[config.mk]
export PLATFORM = sky130hd
export DESIGN_NAME = clk_en_sched
export DESIGN_NICKNAME = d
export VERILOG_FILES = /design/src/rtl/clk_sched_pkg.sv /design/src/rtl/clk_en_chan.sv /design/src/rtl/clk_en_sched.sv
export SDC_FILE = /design/constraint.sdc
export NUM_CORES = 1
export LEC_CHECK = 0
export ABC_AREA = 1
export BUFFER_PORTS_ARGS = -buffer_cell sky130_fd_sc_hd__buf_2
export CAP_MARGIN = 20
export CORE_MARGIN = 2
export CORE_UTILIZATION = 50
export CTS_CLUSTER_DIAMETER = 100
export DETAILED_ROUTE_END_ITERATION = 7
export HOLD_SLACK_MARGIN = 0.02
export PLACE_DENSITY = 0.76
export SLEW_MARGIN = 25
export SYNTH_ARGS = -nofsm -noshare
export SYNTH_HDL_FRONTEND = slang
export SYNTH_SLANG_ARGS = --single-unit
export TNS_END_PERCENT = 20
[constraint.sdc]
create_clock -name clk_i -period 6.75 [get_ports clk_i]
set_input_delay 0.675 -clock clk_i [delete_from_list [all_inputs] [get_ports clk_i]]
set_output_delay 0.675 -clock clk_i [all_outputs]
set_load 0.01 [all_outputs]
[src/rtl/clk_sched_pkg.sv]
// clk_sched_pkg
//   Shared definitions for the clock-enable scheduler:
//   - DEF_CNT_W / DEF_DIV_VAL : default counter width and reset divisor
//   - sched_state_e           : config FSM states
//   - sq_high()               : square-wave "second half of period" compare
package clk_sched_pkg;

    localparam int                   DEF_CNT_W   = 28;
    localparam logic [DEF_CNT_W-1:0] DEF_DIV_VAL = 28'd2;

    typedef enum logic {
        ST_IDLE = 1'b0,
        ST_PEND = 1'b1
    } sched_state_e;

    // High once the counter reaches the integer half of the divisor.
    // Widened to 64 bits so any channel width up to 64 can share it.
    function automatic logic sq_high(input logic [63:0] cnt, input logic [63:0] div);
        return cnt >= (div >> 1);
    endfunction

endpackage

[src/rtl/clk_en_chan.sv]
// clk_en_chan
//   One tick channel: enable, divisor and counter registers plus the
//   tick / square decode.
//   Ports:
//     clk_i, rst_ni    clock, synchronous active-low reset
//     commit_i         load commit_en_i/commit_div_i, zero the counter
//     commit_en_i      new enable (0 keeps the old divisor)
//     commit_div_i     new divisor
//     sync_i           zero the counter if enabled
//     en_o             current enable
//     wrap_o           counter is in its last cycle of the period
//     tick_o, sq_o     one-cycle enable tick, 50% square output
module clk_en_chan
    import clk_sched_pkg::*;
#(
    parameter int               CNT_W   = DEF_CNT_W,
    parameter logic [CNT_W-1:0] DEF_DIV = CNT_W'(DEF_DIV_VAL)
) (
    input  logic             clk_i,
    input  logic             rst_ni,
    input  logic             commit_i,
    input  logic             commit_en_i,
    input  logic [CNT_W-1:0] commit_div_i,
    input  logic             sync_i,
    output logic             en_o,
    output logic             wrap_o,
    output logic             tick_o,
    output logic             sq_o
);

    logic             en_q, en_d;
    logic [CNT_W-1:0] div_q, div_d;
    logic [CNT_W-1:0] cnt_q, cnt_d;
    logic [CNT_W-1:0] last;
    logic             wrap;

    assign last = div_q - CNT_W'(1);
    // >= rather than == so an out-of-range count folds back to 0
    assign wrap = cnt_q >= last;

    always_comb begin
        en_d  = en_q;
        div_d = div_q;
        cnt_d = cnt_q;
        if (commit_i) begin
            en_d  = commit_en_i;
            if (commit_en_i) div_d = commit_div_i;
            cnt_d = '0;
        end else if (!en_q || sync_i || wrap) begin
            cnt_d = '0;
        end else begin
            cnt_d = cnt_q + CNT_W'(1);
        end
    end

    always_ff @(posedge clk_i) begin
        if (!rst_ni) begin
            en_q  <= 1'b1;
            div_q <= DEF_DIV;
            cnt_q <= '0;
        end else begin
            en_q  <= en_d;
            div_q <= div_d;
            cnt_q <= cnt_d;
        end
    end

    // Pure register decode: no path from any input to these outputs.
    assign en_o   = en_q;
    assign wrap_o = wrap;
    assign tick_o = en_q & (cnt_q == last);
    assign sq_o   = en_q & sq_high(64'(cnt_q), 64'(div_q));

endmodule

[src/rtl/clk_en_sched.sv]
// clk_en_sched
//   Multi-channel clock-enable scheduler. Each channel produces a
//   one-cycle tick and a 50% square output at its own divisor. Divisor
//   and enable changes come in through a valid/ready config port and
//   commit at the target channel's next wrap so no period is truncated.
//   Ports:
//     clk_i, rst_ni                 clock, synchronous active-low reset
//     cfg_valid_i / cfg_ready_o     config handshake
//     cfg_ch_i, cfg_div_i, cfg_en_i config request fields
//     cfg_done_o                    pulse when the pending request commits
//     cfg_err_o                     pulse when an accepted request is rejected
//     sync_i                        zero all enabled channel counters
//     tick_o, sq_o                  per-channel tick and square outputs
module clk_en_sched
    import clk_sched_pkg::*;
#(
    parameter int               NUM_CH  = 4,
    parameter int               CNT_W   = DEF_CNT_W,
    parameter logic [CNT_W-1:0] DEF_DIV = CNT_W'(DEF_DIV_VAL),
    localparam int              CH_W    = (NUM_CH > 1) ? $clog2(NUM_CH) : 1
) (
    input  logic              clk_i,
    input  logic              rst_ni,
    input  logic              cfg_valid_i,
    output logic              cfg_ready_o,
    input  logic [CH_W-1:0]   cfg_ch_i,
    input  logic [CNT_W-1:0]  cfg_div_i,
    input  logic              cfg_en_i,
    output logic              cfg_done_o,
    output logic              cfg_err_o,
    input  logic              sync_i,
    output logic [NUM_CH-1:0] tick_o,
    output logic [NUM_CH-1:0] sq_o
);

    sched_state_e     state_q, state_d;
    logic             ready_q, ready_d;
    logic             done_q, done_d;
    logic             err_q, err_d;
    logic [CH_W-1:0]  pend_ch_q, pend_ch_d;
    logic [CNT_W-1:0] pend_div_q, pend_div_d;
    logic             pend_en_q, pend_en_d;

    logic [NUM_CH-1:0] chan_en, chan_wrap, chan_commit;
    logic              commit_fire;
    logic              req_bad;

    // Commit immediately when no running period needs protecting,
    // otherwise wait for the target's wrap cycle.
    assign commit_fire = (state_q == ST_PEND) &&
                         (!chan_en[pend_ch_q] || !pend_en_q || chan_wrap[pend_ch_q]);

    assign req_bad = (cfg_en_i && (cfg_div_i == '0)) ||
                     ({1'b0, cfg_ch_i} >= (CH_W+1)'(NUM_CH));

    always_comb begin
        state_d    = state_q;
        ready_d    = ready_q;
        done_d     = 1'b0;
        err_d      = 1'b0;
        pend_ch_d  = pend_ch_q;
        pend_div_d = pend_div_q;
        pend_en_d  = pend_en_q;
        case (state_q)
            ST_IDLE: begin
                if (cfg_valid_i && ready_q) begin
                    if (req_bad) begin
                        err_d = 1'b1;
                    end else begin
                        state_d    = ST_PEND;
                        ready_d    = 1'b0;
                        pend_ch_d  = cfg_ch_i;
                        pend_div_d = cfg_div_i;
                        pend_en_d  = cfg_en_i;
                    end
                end
            end
            ST_PEND: begin
                if (commit_fire) begin
                    state_d = ST_IDLE;
                    ready_d = 1'b1;
                    done_d  = 1'b1;
                end
            end
            default: begin
                state_d = ST_IDLE;
                ready_d = 1'b1;
            end
        endcase
    end

    always_ff @(posedge clk_i) begin
        if (!rst_ni) begin
            state_q    <= ST_IDLE;
            ready_q    <= 1'b1;
            done_q     <= 1'b0;
            err_q      <= 1'b0;
            pend_ch_q  <= '0;
            pend_div_q <= '0;
            pend_en_q  <= 1'b0;
        end else begin
            state_q    <= state_d;
            ready_q    <= ready_d;
            done_q     <= done_d;
            err_q      <= err_d;
            pend_ch_q  <= pend_ch_d;
            pend_div_q <= pend_div_d;
            pend_en_q  <= pend_en_d;
        end
    end

    assign cfg_ready_o = ready_q;
    assign cfg_done_o  = done_q;
    assign cfg_err_o   = err_q;

    for (genvar c = 0; c < NUM_CH; c++) begin : gen_ch
        assign chan_commit[c] = commit_fire && (pend_ch_q == CH_W'(c));

        clk_en_chan #(
            .CNT_W   (CNT_W),
            .DEF_DIV (DEF_DIV)
        ) u_chan (
            .clk_i        (clk_i),
            .rst_ni       (rst_ni),
            .commit_i     (chan_commit[c]),
            .commit_en_i  (pend_en_q),
            .commit_div_i (pend_div_q),
            .sync_i       (sync_i),
            .en_o         (chan_en[c]),
            .wrap_o       (chan_wrap[c]),
            .tick_o       (tick_o[c]),
            .sq_o         (sq_o[c])
        );
    end

endmodule

* Word level (Yosys, flattened, before mapping)
Index checks and enable logic that the tools add are counted.
** Cells by class
- Reduce and logical (&&, ||, !) cells :: 37
- Bitwise operators :: 12
- Equal/unequal tests :: 10
- Magnitude comparators :: 9
- Add/sub/neg operators :: 8
- Multiplexer cells :: 14
** Operator list (number)
- 28-bit by 1-bit adder with 28-bit output, second input constant :: 4
- 28-bit == test :: 4
- 28-bit by 27-bit >= comparator with 1-bit output :: 4
- 28-bit >= comparator :: 4
- 28-bit by 1-bit subtractor with 28-bit output, second input constant :: 4
- 28-bit logical NOT :: 1
- 3-bit OR reduction :: 5
- 1-bit logical OR :: 10
- 1-bit 2-to-1 mux :: 10
- 2-bit AND reduction :: 5
- 1-bit AND :: 8
- 1-bit logical AND :: 7
- 1-bit logical NOT :: 6
- 3-bit AND reduction :: 2
- 1-bit binary-select mux with 2-bit select :: 2
- 2-bit == test, second input constant :: 2
- 2-bit != test, second input constant :: 2
- 1-bit inverter :: 4
- 1-bit case mux with 2 select lines :: 2
- 2-bit by 3-bit < comparator with 1-bit output, second input constant :: 1
- 2-bit by 1-bit == test with 1-bit output, second input constant :: 1
- 2-bit logical NOT :: 1
- 2-bit by 1-bit != test with 1-bit output, second input constant :: 1
** Storage, ports and cells
- Flip-flop bits (word level) :: 263
- Bits of input ports :: 35
- Logic and storage cells :: 109
- Output and inout port bits :: 11

* Logic depth before layout (Yosys ltp)
- Depth after elaboration :: 8
- Depth in mapped cells :: 35
- Mapped depth without buffers :: 33

* Hierarchy
Synthesis repeated with hierarchy kept, for this count alone.
** Second synthesis, totals
- Cells, all modules :: 3008
- Area total of the unflattened synthesis :: 20266.9 um^2
** By module, submodules not included
- clk_en_chan (gen_ch[0].u_chan ...) :: area an instance 4629.4 um^2, cells each 697, seq. area each 1141.1 um^2, times used 3
- clk_en_chan (gen_ch[1].u_chan) :: area an instance 4455.5 um^2, cells each 630, seq. area each 1141.1 um^2, times used 1
- clk_en_sched :: area an instance 1923.1 um^2, cells each 287, seq. area each 700.7 um^2, times used 1

* Least setup slack after synthesis
Ideal clock, no wire load.
- Path type :: flip-flop to flip-flop
- Start point :: register gen_ch[3].u_chan.div_q[0]
- End point :: register gen_ch[1].u_chan.cnt_q[13]
- Slack :: 3118 ps
- Cell stages (with the launch flop) :: 32
- Data required time :: 6633 ps
- Setup time :: 117 ps
- Period minus slack after synthesis :: 3632 ps
- Data arrival time :: 3515 ps
- Path through :: dfxtp_1 -> inv_1 -> ha_1 -> nand3_1 -> nor2_2 -> nand3_2 -> nor2_2 -> nand2_1 -> inv_1 -> nand3_1 -> nor3_2 -> nand4_1 -> nor2_1 -> xor2_1 -> inv_1 -> ha_1 -> nand2_1 -> nor2_1 -> nand2_1 -> nor2_2 -> nand3_1 -> nand2_1 -> nor2_1 -> nand2_1 -> nand2_1 -> nand3_1 -> nor2_4 -> nor2_8 -> nand2_2 -> nand2_2 -> buf_4 -> nor2_1
** Between the ends
- Word-level cells in the longest chain between the ends :: 8
** RTL lines
- start: declaration :: RTL line clk_en_chan.sv:32 : logic [CNT_W-1:0] div_q, div_d;
- start signal: assignment :: RTL line clk_en_chan.sv:63 : div_q <= div_d;
- 28-bit by 1-bit subtractor with 28-bit output :: RTL line clk_en_chan.sv:37 : assign last = div_q - CNT_W'(1);
- 28-bit >= comparator :: RTL line clk_en_chan.sv:39 : assign wrap = cnt_q >= last;
- 1-bit binary-select mux with 2-bit select :: RTL line clk_en_sched.sv:51 : (!chan_en[pend_ch_q] || !pend_en_q || chan_wrap[pend_ch_q]);
- 1-bit 2-to-1 mux (implied by the code) :: RTL line clk_en_sched.sv:51
- 1-bit logical OR :: RTL line clk_en_sched.sv:51
- 1-bit logical AND :: RTL line clk_en_sched.sv:50 : assign commit_fire = (state_q == ST_PEND) &&
- 1-bit logical AND :: RTL line clk_en_sched.sv:117 : assign chan_commit[c] = commit_fire && (pend_ch_q == CH_W'(c));
- 3-bit OR reduction (no source line)
- end signal: assignment :: RTL line clk_en_chan.sv:64 : cnt_q <= cnt_d;
- end: declaration :: RTL line clk_en_chan.sv:33 : logic [CNT_W-1:0] cnt_q, cnt_d;
No other way between the ends. The select of a mux whose other input is x is not followed.
A chain may end at the register's enable or synchronous reset.

* Worst setup path after layout
- Start point :: register gen_ch[3].u_chan.div_q[0]
- End point :: output tick_o[3]
** Between the ends
- Word-level cells in the longest chain between the ends :: 3
** RTL lines
- 28-bit by 1-bit subtractor with 28-bit output :: RTL line clk_en_chan.sv:37
- 28-bit == test :: RTL line clk_en_chan.sv:71 : assign tick_o = en_q & (cnt_q == last);
- 1-bit AND :: RTL line clk_en_chan.sv:71
- end: declaration :: RTL line clk_en_sched.sv:32 : output logic [NUM_CH-1:0] tick_o,
No other way between the ends.

==> impl_metrics.prom <==
# TYPE chip_impl_metric gauge
chip_impl_metric{name="max_freq",unit="MHz"} 217
chip_impl_info{name="yosys_most_used_dff",value="sky130_fd_sc_hd__dfxtp_1"} 1
chip_impl_info{name="timing.critical_path.from_type",value="register"} 1
chip_impl_metric{name="synth.lib_cells_used.distinct",unit=""} 51
chip_impl_metric{name="synth_area_per_cell",unit="sq um"} 6.86
chip_impl_metric{name="timing.final.crit_share",unit="%"} 68.3
chip_impl_metric{name="clk_latency",unit="ns"} 0.59
chip_impl_metric{name="vdd.ir_drop.worst",unit="mV"} 0.193
chip_impl_info{name="critPathSlowestCell",value="sky130_fd_sc_hd__dfxtp_1"} 1
chip_impl_metric{name="cts_made_buffers",unit=""} 30
chip_impl_metric{name="antenna_cells",unit=""} 0
chip_impl_metric{name="first_pass_grt_wire_length",unit="microns"} 80900
chip_impl_metric{name="clk_path_buf_depth",unit=""} 3
chip_impl_info{name="clockRootBuffer",value="sky130_fd_sc_hd__clkbuf_16"} 1
chip_impl_metric{name="timing.final.hold_violations",unit=""} 0
chip_impl_info{name="kind_of_critical_path",value="register to output pin"} 1
chip_impl_metric{name="dp_worst_setup_slack",unit="ns"} 2.42
chip_impl_metric{name="hold_depth",unit=""} 3
chip_impl_info{name="rsz0062_at_grt",value="no"} 1
chip_impl_metric{name="placementRows",unit=""} 70
chip_impl_metric{name="starting_density_of_the_core",unit="%"} 51.0
chip_impl_metric{name="global_route.overflow_total",unit=""} 0
chip_impl_info{name="worstHoldPathType",value="input pin to register"} 1
chip_impl_metric{name="finalWorstPathRequiredPeriod",unit="ns"} 4.61
chip_impl_metric{name="groute.usage.overall",unit="%"} 25.5
chip_impl_metric{name="post_route_cells_drive_above_1_share",unit="%"} 6.59
chip_impl_metric{name="yosysSeqAreaShare",unit="%"} 28.1
chip_impl_metric{name="mappedNetlistNets",unit=""} 2998
chip_impl_metric{name="syn_to_final_growth",unit="%"} 8.17
chip_impl_metric{name="numPlacedInstances",unit=""} 3190
chip_impl_metric{name="syn_inst",unit=""} 2735
chip_impl_metric{name="route.detailed.drc",unit=""} 0
chip_impl_metric{name="path_clk_slew",unit="ns"} 0.06
chip_impl_metric{name="final_setup_vio_count",unit=""} 0
chip_impl_info{name="rr_startpoint",value="gen_ch[0].u_chan.div_q[2]$_SDFFE_PN0P_"} 1
chip_impl_info{name="mostFrequentLayoutCell",value="sky130_fd_sc_hd__nand2_1"} 1
chip_impl_info{name="critical_path.cell_chain",value="inv_1 > ha_1 > nand3_1 > nor2_2 > nand3_2 > nor2_2 > nand2_1 > inv_1 > nand3_1 > nor3_2 > nand4_1 > nor2_1 > xor2_1 > inv_1 > ha_1 > nand2_1 > nor2_1 > nand2_1 > nor2_2 > nand3_1 > nor2_1 > buf_2"} 1
chip_impl_metric{name="final.fill_count",unit=""} 3519
chip_impl_info{name="worstHoldStart",value="cfg_div_i[21]"} 1
chip_impl_metric{name="drt-vias-per-instance",unit=""} 5.33
chip_impl_metric{name="grt_pass1_vias",unit=""} 16700
chip_impl_metric{name="dpl-instance-area",unit="sq um"} 19200
chip_impl_metric{name="floorplan.die_area",unit="sq um"} 39100
chip_impl_metric{name="timing.max_cap.violations",unit=""} 0
chip_impl_info{name="result_of_the_run",value="finished, final reports clean"} 1
chip_impl_metric{name="finalWeightedCongestion",unit=""} 0.919
chip_impl_metric{name="timing.reg2reg.worst_path_depth",unit=""} 24
chip_impl_metric{name="timing.critical_path.slowest_cell_delay",unit="ns"} 0.30
chip_impl_metric{name="ctsHtreeMaxLevel",unit=""} 1
chip_impl_metric{name="ys_async_sr_fraction",unit="%"} 0
chip_impl_metric{name="die_h",unit="microns"} 198
chip_impl_metric{name="detailroute.via_count",unit=""} 17300
chip_impl_info{name="worstSetupEndpointType",value="output pin"} 1
chip_impl_metric{name="grt_antenna_before_repair",unit=""} 0
chip_impl_metric{name="timing.final.ws_setup",unit="ns"} 2.14
chip_impl_metric{name="clock_sinks",unit=""} 263
chip_impl_info{name="layout.cells.most_common_list",value="554 x sky130_fd_sc_hd__nand2_1, 530 x sky130_fd_sc_hd__nor2_1, 359 x sky130_fd_sc_hd__inv_1"} 1
chip_impl_metric{name="top_level_ports",unit=""} 46
chip_impl_metric{name="post-cts-setup-buffers",unit=""} 0
chip_impl_metric{name="post_synth_instance_area",unit="sq um"} 18800
chip_impl_metric{name="fin_total_pwr",unit="mW"} 3.92
chip_impl_metric{name="ctsResizeCount",unit=""} 0
chip_impl_metric{name="route.antenna.remaining_nets",unit=""} 0
chip_impl_metric{name="maxSlewViolCount",unit=""} 0
chip_impl_info{name="top_signal_layer_used",value="met4"} 1
chip_impl_metric{name="worst_ep_required_time",unit="ns"} 6.07
chip_impl_metric{name="worst-r2r-setup-slack",unit="ns"} 2.37
chip_impl_metric{name="dr.first_iter.drc_count",unit=""} 1194
chip_impl_metric{name="max_slew.worst_pin.slew",unit="ns"} 0.994
chip_impl_metric{name="yosysWarnings",unit=""} 0
chip_impl_metric{name="postLayoutCellArea",unit="sq um"} 20300
chip_impl_metric{name="routed-wl-met3",unit="microns"} 2680
chip_impl_info{name="critical_path.reg2reg.endpoint",value="gen_ch[1].u_chan.cnt_q[11]$_SDFF_PP0_"} 1
chip_impl_metric{name="firstDrtPassIters",unit=""} 5
chip_impl_metric{name="routed-wl-met2",unit="microns"} 23400
chip_impl_metric{name="tns",unit="ns"} 0
chip_impl_metric{name="final_cells",unit=""} 3246
chip_impl_metric{name="powerDensity",unit="nW/um^2"} 193
chip_impl_metric{name="number_of_flops_mapped_to_enable_cells_by_yosys",unit=""} 0
chip_impl_info{name="tritoncts",value="done"} 1
chip_impl_metric{name="post_cts_hold_buffer_count",unit=""} 0
chip_impl_metric{name="worst_clock_skew",unit="ns"} 0.0260
chip_impl_metric{name="route.detailed.wl_per_inst",unit="microns"} 15.2
chip_impl_metric{name="cellLeakagePower",unit="nW"} 9.98
chip_impl_metric{name="drt_wl_total",unit="microns"} 49200
chip_impl_metric{name="core_area",unit="sq um"} 36800
chip_impl_metric{name="nets_final",unit=""} 3017
chip_impl_metric{name="timing.max_slew.rel_slack",unit="%"} 33.7
chip_impl_info{name="hold_end",value="pend_div_q[21]$_SDFFE_PN0P_"} 1
chip_impl_metric{name="horizontal_die_dimension",unit="microns"} 198
chip_impl_metric{name="critPathMaxFanout",unit=""} 4
chip_impl_metric{name="timing.critical_path.arrival",unit="ns"} 3.94
chip_impl_metric{name="portBuffers",unit=""} 45
chip_impl_metric{name="pin_count_of_the_biggest_net_entering_global_routing",unit=""} 89
chip_impl_metric{name="wirelength_met1",unit="microns"} 21000
chip_impl_metric{name="place_hpwl",unit="microns"} 37700
chip_impl_metric{name="count_of_state_elements_after_synthesis",unit=""} 263
## cells by family (layout without fill, tap and decap cells)
family	after synthesis	in the layout	share of synthesized area, %
compound gates	241	241	7.10
xor+xnor	134	134	6.25
fa+ha+maj	228	228	15.2
buf+inv	429	472	9.61
flops	263	263	28.1
simple gates	1440	1440	33.8
## critical path: cells and delay by family (launching register included)
family / cells / cell delay [ns]
xor+xnor: 1 / 0.15
fa+ha+maj: 2 / 0.46
buf+inv: 4 / 0.44
flops: 1 / 0.30
simple gates: 15 / 2.01
## worst max path at each step
stage / from / to / cells past startpoint
after floorplan: gen_ch[3].u_chan.div_q[0]$_SDFFE_PN0P_ / gen_ch[1].u_chan.cnt_q[13]$_SDFF_PP0_ / 31
after global placement: gen_ch[3].u_chan.div_q[0]$_SDFFE_PN0P_ / gen_ch[1].u_chan.cnt_q[2]$_SDFF_PP0_ / 30
after detailed placement: gen_ch[2].u_chan.div_q[0]$_SDFFE_PN0P_ / gen_ch[1].u_chan.cnt_q[11]$_SDFF_PP0_ / 31
after CTS: gen_ch[3].u_chan.div_q[0]$_SDFFE_PN0P_ / tick_o[3] / 22
after global routing: gen_ch[3].u_chan.div_q[1]$_SDFFE_PN1P_ / tick_o[3] / 22
final: gen_ch[3].u_chan.div_q[0]$_SDFFE_PN0P_ / tick_o[3] / 22
## cells in the mapped netlist (all sizes together) (4+ instances only)
cell type,number,area (sq um)
nand2,564,2160
nor2,547,2120
inv,365,1370
dfxtp,263,5270
ha,228,2850
a21oi,126,642
xor2,113,990
nand3,107,571
nor3,90,574
nand4,73,482
o21ai,71,355
buf,44,359
nor4,38,284
xnor2,21,184
clkbuf,20,75.1
o21a,14,105
o221ai,8,70.1
or2,8,50.1
nand3b,7,52.6
a31oi,6,37.5
a21o,5,37.5
a211oi,4,30.0
## per-layer routing
metal | vias up | global-route usage (%)
met1 | 7938 | 30.9
li1 | 8841 | -
met2 | 420 | 45.0
met4 | 0 | 10.5
met3 | 113 | 3.80
met5 | - | 0
## layout make-up
type	count	area [sq um]	share of cell area [%]
well taps	468	586	2.88
flip-flops and latches	263	5270	25.9
clock buffers	36	803	3.96
clock inverters	20	305	1.50
inverters	365	1370	6.75
multi-input cells	2043	11700	57.6
repair buffers	51	273	1.34
## flip-flops by register name, indices dropped and copies added (netlist names)
register             flops
pend_en_q                1
pend_ch_q                2
cfg_done_o               1
state_q                  1
gen_ch.u_chan.en_o       4
pend_div_q              28
gen_ch.u_chan.div_q    112
cfg_ready_o              1
gen_ch.u_chan.cnt_q    112
cfg_err_o                1
## power breakdown
| group | total, mW | switching, mW | internal [mW] |
|---|---|---|---|
| Sequential | 1.67 | 0.0818 | 1.59 |
| Combinational | 0.425 | 0.290 | 0.135 |
| Clock | 1.82 | 0.706 | 1.12 |
| Total | 3.92 | 1.08 | 2.84 |
## metrics by stage
| stage | hold slack, ns | utilization [%] |
|---|---|---|
| final | 0.356 | 55.2 |
| after floorplan | 0.430 | - |
| after detailed placement | 0.453 | 52.2 |
| after global routing | 0.351 | 55.2 |
| after CTS | 0.335 | 55.2 |
| after global placement | 0.438 | 52.2 |
No activity file was read; power rests on OpenSTA's default activity.
